--- src/rtl/parking_sensor_conditioner_if.sv ---
// rtl/parking_sensor_conditioner_if.sv - lane sensor inputs and conditioned gate/occupancy outputs
interface parking_sensor_conditioner_if #(
  parameter int CNT_W = 4
);
  logic             raw_entrance;
  logic             raw_exit;
  logic             raw_leave;
  logic             clear_err;
  logic             sensor_entrance;
  logic             sensor_exit;
  logic [CNT_W-1:0] occupancy;
  logic             full;
  logic             empty;
  logic             car_in_pulse;
  logic             car_out_pulse;
  logic             overflow_err;
  logic             underflow_err;

  modport master (
    output raw_entrance, raw_exit, raw_leave, clear_err,
    input  sensor_entrance, sensor_exit, occupancy, full, empty,
           car_in_pulse, car_out_pulse, overflow_err, underflow_err
  );

  modport slave (
    input  raw_entrance, raw_exit, raw_leave, clear_err,
    output sensor_entrance, sensor_exit, occupancy, full, empty,
           car_in_pulse, car_out_pulse, overflow_err, underflow_err
  );
endinterface

--- src/rtl/parking_sensor_conditioner.sv ---
// rtl/parking_sensor_conditioner.sv - sync/debounce of three lane sensors plus lot occupancy
// Channel index: 0 = entrance, 1 = exit (gate pass), 2 = leave.
module parking_sensor_conditioner #(
  parameter int DEBOUNCE_CYCLES = 4,
  parameter int CAPACITY        = 8,
  parameter int CNT_W           = 4
) (
  input  logic                          clk,
  input  logic                          reset_n,
  parking_sensor_conditioner_if.slave   bus
);
  localparam int            DW       = (DEBOUNCE_CYCLES > 1) ? $clog2(DEBOUNCE_CYCLES) : 1;
  localparam logic [DW-1:0] CNT_LAST = DW'(DEBOUNCE_CYCLES - 1);

  logic [2:0]    raw;
  logic [2:0]    s1;
  logic [2:0]    s2;
  logic [2:0]    stable;
  logic [2:0]    rise;
  logic [DW-1:0] cnt [3];

  logic [CNT_W-1:0] occupancy;
  logic             overflow_err;
  logic             underflow_err;
  logic             full_w;
  logic             empty_w;
  logic             in_only;
  logic             out_only;

  assign raw = {bus.raw_leave, bus.raw_exit, bus.raw_entrance};

  always_ff @(posedge clk or negedge reset_n) begin
    if (!reset_n) begin
      s1     <= '0;
      s2     <= '0;
      stable <= '0;
      rise   <= '0;
      for (int i = 0; i < 3; i++) cnt[i] <= '0;
    end else begin
      s1 <= raw;
      s2 <= s1;
      for (int i = 0; i < 3; i++) begin
        // rise registers alongside stable so the pulse shares the cycle stable first reads 1
        rise[i] <= s2[i] && !stable[i] && (cnt[i] == CNT_LAST);
        if (s2[i] == stable[i]) begin
          cnt[i] <= '0;
        end else if (cnt[i] == CNT_LAST) begin
          stable[i] <= s2[i];
          cnt[i]    <= '0;
        end else begin
          cnt[i] <= cnt[i] + DW'(1);
        end
      end
    end
  end

  assign full_w   = (occupancy == CNT_W'(CAPACITY));
  assign empty_w  = (occupancy == '0);
  assign in_only  = rise[1] && !rise[2];
  assign out_only = rise[2] && !rise[1];

  always_ff @(posedge clk or negedge reset_n) begin
    if (!reset_n) begin
      occupancy     <= '0;
      overflow_err  <= 1'b0;
      underflow_err <= 1'b0;
    end else begin
      if (in_only && !full_w) begin
        occupancy <= occupancy + CNT_W'(1);
      end else if (out_only && !empty_w) begin
        occupancy <= occupancy - CNT_W'(1);
      end
      // a new error outranks a coincident clear
      overflow_err  <= (in_only && full_w)   || (overflow_err  && !bus.clear_err);
      underflow_err <= (out_only && empty_w) || (underflow_err && !bus.clear_err);
    end
  end

  assign bus.sensor_entrance = stable[0] && !full_w;
  assign bus.sensor_exit     = stable[1];
  assign bus.occupancy       = occupancy;
  assign bus.full            = full_w;
  assign bus.empty           = empty_w;
  assign bus.car_in_pulse    = rise[1];
  assign bus.car_out_pulse   = rise[2];
  assign bus.overflow_err    = overflow_err;
  assign bus.underflow_err   = underflow_err;
endmodule

--- src/flat_wrapper.sv ---
// flat-port wrapper written by rule: the top's interface ports become plain ports
module parking_sensor_conditioner_flat 
#(
  parameter int DEBOUNCE_CYCLES = 4,
  parameter int CAPACITY        = 8,
  parameter int CNT_W           = 4
)
  (clk, reset_n, bus_raw_entrance, bus_raw_exit, bus_raw_leave, bus_clear_err, bus_sensor_entrance, bus_sensor_exit, bus_occupancy, bus_full, bus_empty, bus_car_in_pulse, bus_car_out_pulse, bus_overflow_err, bus_underflow_err);
  parking_sensor_conditioner_if #(.CNT_W(CNT_W)) bus_i ();
  input  logic clk;
  input  logic reset_n;
  input wire logic [$bits(bus_i.raw_entrance)-1:0] bus_raw_entrance;
  input wire logic [$bits(bus_i.raw_exit)-1:0] bus_raw_exit;
  input wire logic [$bits(bus_i.raw_leave)-1:0] bus_raw_leave;
  input wire logic [$bits(bus_i.clear_err)-1:0] bus_clear_err;
  output wire logic [$bits(bus_i.sensor_entrance)-1:0] bus_sensor_entrance;
  output wire logic [$bits(bus_i.sensor_exit)-1:0] bus_sensor_exit;
  output wire logic [$bits(bus_i.occupancy)-1:0] bus_occupancy;
  output wire logic [$bits(bus_i.full)-1:0] bus_full;
  output wire logic [$bits(bus_i.empty)-1:0] bus_empty;
  output wire logic [$bits(bus_i.car_in_pulse)-1:0] bus_car_in_pulse;
  output wire logic [$bits(bus_i.car_out_pulse)-1:0] bus_car_out_pulse;
  output wire logic [$bits(bus_i.overflow_err)-1:0] bus_overflow_err;
  output wire logic [$bits(bus_i.underflow_err)-1:0] bus_underflow_err;
  assign bus_i.raw_entrance = bus_raw_entrance;
  assign bus_i.raw_exit = bus_raw_exit;
  assign bus_i.raw_leave = bus_raw_leave;
  assign bus_i.clear_err = bus_clear_err;
  assign bus_sensor_entrance = bus_i.sensor_entrance;
  assign bus_sensor_exit = bus_i.sensor_exit;
  assign bus_occupancy = bus_i.occupancy;
  assign bus_full = bus_i.full;
  assign bus_empty = bus_i.empty;
  assign bus_car_in_pulse = bus_i.car_in_pulse;
  assign bus_car_out_pulse = bus_i.car_out_pulse;
  assign bus_overflow_err = bus_i.overflow_err;
  assign bus_underflow_err = bus_i.underflow_err;
  parking_sensor_conditioner #(.DEBOUNCE_CYCLES(DEBOUNCE_CYCLES), .CAPACITY(CAPACITY), .CNT_W(CNT_W)) u_core (.clk(clk), .reset_n(reset_n), .bus(bus_i));
endmodule
--- config.mk ---
export PLATFORM = sky130hd
export DESIGN_NAME = parking_sensor_conditioner_flat
export DESIGN_NICKNAME = d
export VERILOG_FILES = /design/src/rtl/parking_sensor_conditioner_if.sv /design/src/rtl/parking_sensor_conditioner.sv /design/src/flat_wrapper.sv
export SDC_FILE = /design/constraint.sdc
export NUM_CORES = 1
export LEC_CHECK = 0
export BUFFER_PORTS_ARGS = -buffer_cell sky130_fd_sc_hd__clkbuf_2
export CAP_MARGIN = 20
export CORE_UTILIZATION = 50
export CTS_CLUSTER_SIZE = 12
export DETAILED_ROUTE_END_ITERATION = 12
export PLACE_DENSITY = 0.85
export SLEW_MARGIN = 40
export SYNTH_ARGS = -nofsm -noshare
export SYNTH_HDL_FRONTEND = slang
export SYNTH_SLANG_ARGS = --single-unit
--- constraint.sdc ---
create_clock -name clk -period 2.6 [get_ports clk]
set_input_delay 0.13 -clock clk [delete_from_list [all_inputs] [get_ports clk]]
set_output_delay 0.13 -clock clk [all_outputs]
set_load 0.1 [all_outputs]
==> impl_metrics.toml <==
[yosys]
postSynthCellCount = 70
synth_fp_nets = 84
synth-seq-cells = 23
netlist_area_um2 = 986
yosysSeqAreaShare = 0.584
ys_warn_count = 0
avgSynthCellArea_um2 = 14.1
synth.distinct_cells = 23

[sta]
whs_ns = 0.0321
setup_tns_ns = 0
timing.fmax_mhz = 420
slew_headroom = 0.639
report.final.setup_viol = 0
worstMarginPinSlew_ns = 0.541
rsz0062_at_grt = "false"
hold_violations = 0
finalCritPeriodShare = 0.917
final-max-slew-violation-count = 0
fin_crit_ns = 2.38
finClkSkew_ns = 0.00374

[setup_path]
crit_family = "simple AND/OR/NAND/NOR gates"
cp-start-kind = "flip-flop"
crit_type = "flip-flop to flip-flop"
critPathSlowestCell = "or4b_4"
critPathMaxFanout = 6
worstSetupEndpointType = "flip-flop"
path_buf_inv = 0
critical_path.cell_chain = "or4b_4 > nand3b_4 > ha_1 > a21o_1 > a2111o_1 > o21ai_1 > xor2_1"
crit_arrival_ns = 2.61
critical_path.max_stage_delay_ns = 0.59
critPathRequiredTime_ns = 2.83

[die]
pin_count = 18
die_y_um = 46.4
dieArea_mm2 = 0.00215
die_w_um = 46.4
fp-row-count = 15
start_util = 0.553
core_region_area_mm2 = 0.00178

[global_routing]
grt.met1_usage = 0.173
grt_antenna_before_repair = 0
met2_usage = 0.264
grt-busiest-layer = "met2"
grt_overflow = 0
grt_max_degree = 24
grtUsageTotal = 0.154
grt_use_met3 = 0.0235
grt_pass1_vias = 589
grt_pass1_wl_um = 2260

[drt]
post-route-drc-count = 0
antenna_left = 0
dr.pass1.iters = 2
num_vias = 605
drt_iter0_markers = 3
vias_per_cell = 5.04
drt_wl_total_um = 1390
wire_per_inst_um = 11.6

[final_layout]
drive_gt1_frac = 0.347
area_growth_pct = 19.9
fillCellCount = 137
layout.nets = 110
final_cells = 120
multi_input_area_um2 = 389
layout_commonest_cell = "dfrtp_1"
final_cell_mix = "dfrtp_1 (19), clkbuf_2 (17), inv_1 (8)"
diodes = 0
seq_area_um2 = 581

[cts]
h-tree-depth = 1
numCtsBuffers = 3
ctsHoldBuffers = 4
cts_tree = "done"
clock-root-buffer = "clkbuf_4"
postCtsSetupBuffers = 0
path_clk_slew_ns = 0.11
cts-resized-gates = 0
cts_max_path_buffers = 2
insertion_delay_ns = 0.30
cts.sinks = 23

[placed_design]
gp_congestion = 0.789
dp_cells = 112
hpwl_um = 1020
port_buffers = 17

[flow_run]
maxCapViolCount = 0

[outcome]
run_status = "completed"

[hold_path]
min_path_type = "input port to flip-flop"
[synthesized netlist by cell type]
library cell,number,area [um2]
nor2b_1,3,18.8
fa_1,1,20.0
and2_1,3,18.8
dfrtp_1,23,576
a2111o_1,1,11.3
mux2_2,1,11.3
nand2b_1,1,6.26
a21oi_1,3,15.0
o21ai_4,1,16.3
a31o_2,2,17.5
nor4_2,1,12.5
o21ai_1,1,5.00
a32o_1,1,10.0
nor3_1,3,15.0
inv_1,8,30.0
xor2_1,3,26.3
mux2_4,2,30.0
o32ai_1,1,8.76
nand3b_4,1,20.0
or4b_4,1,13.8
ha_1,7,87.6
xnor2_1,1,8.76
a21o_1,1,7.51
[per-stage QoR]
step	cell area [um2]	setup slack, ns	utilization
3_5_place_dp	1120	0.245	0.626
3_3_place_gp	1120	0.316	0.626
6_report	1180	0.217	0.663
5_1_grt	1180	0.157	0.663
4_1_cts	1180	0.213	0.663
2_1_floorplan	1000	0.0665	-
[kinds of logic (layout without fill, tap and decap cells)]
family                     Yosys count  count (layout)  synth area share
AOI/OAI and AO/OA                   11              11            0.0926
xor gates and xnor gates             4               4            0.0355
adders and majority gates            8               8             0.109
buffers and inverters                8              33            0.0305
DFF                                 23              23             0.584
muxes                                3               3            0.0419
and+or+nand+nor                     13              13             0.107
[state kept, by name, summed over array words and instances (netlist names)]
signal                    cells
u_core.bus.underflow_err      1
u_core.bus.occupancy          4
u_core.bus.overflow_err       1
u_core.stable                 3
u_core.rise                   2
u_core.s2                     3
u_core.cnt                    6
u_core.s1                     3
[final cells by class]
cell class,count,area share
Inverter,8,0.0254
Multi-Input combinational cell,39,0.329
Tap cell,25,0.0265
Timing Repair Buffer,21,0.106
Sequential cell,23,0.491
Clock buffer,4,0.0222
[worst paths after layout]
check	to	from	cells after the start	slack [ns]
worst min register to register	u_core.s2[2]	u_core.s1[2]	0	0.36
worst min-delay path	u_core.bus.overflow_err	bus_clear_err	2	0.03
worst max register to register	u_core.bus.occupancy[3]	u_core.bus.occupancy[1]	7	0.22
min in group asynchronous	u_core.bus.underflow_err	reset_n	2	0.33
max in group asynchronous	u_core.bus.occupancy[3]	reset_n	2	1.89
worst max-delay path	u_core.bus.occupancy[3]	u_core.bus.occupancy[1]	7	0.22
[routing by layer]
| layer | share of wire | wire length [um] |
|---|---|---|
| met1 | 0.45 | 627 |
| met2 | 0.49 | 676 |
| met3 | 0.030 | 42 |
| met4 | 0.030 | 42 |
| met5 | 0 | 0 |
Power is not shown: default switching activity piles up to over one toggle a cycle in this logic, so the estimate is an artifact.
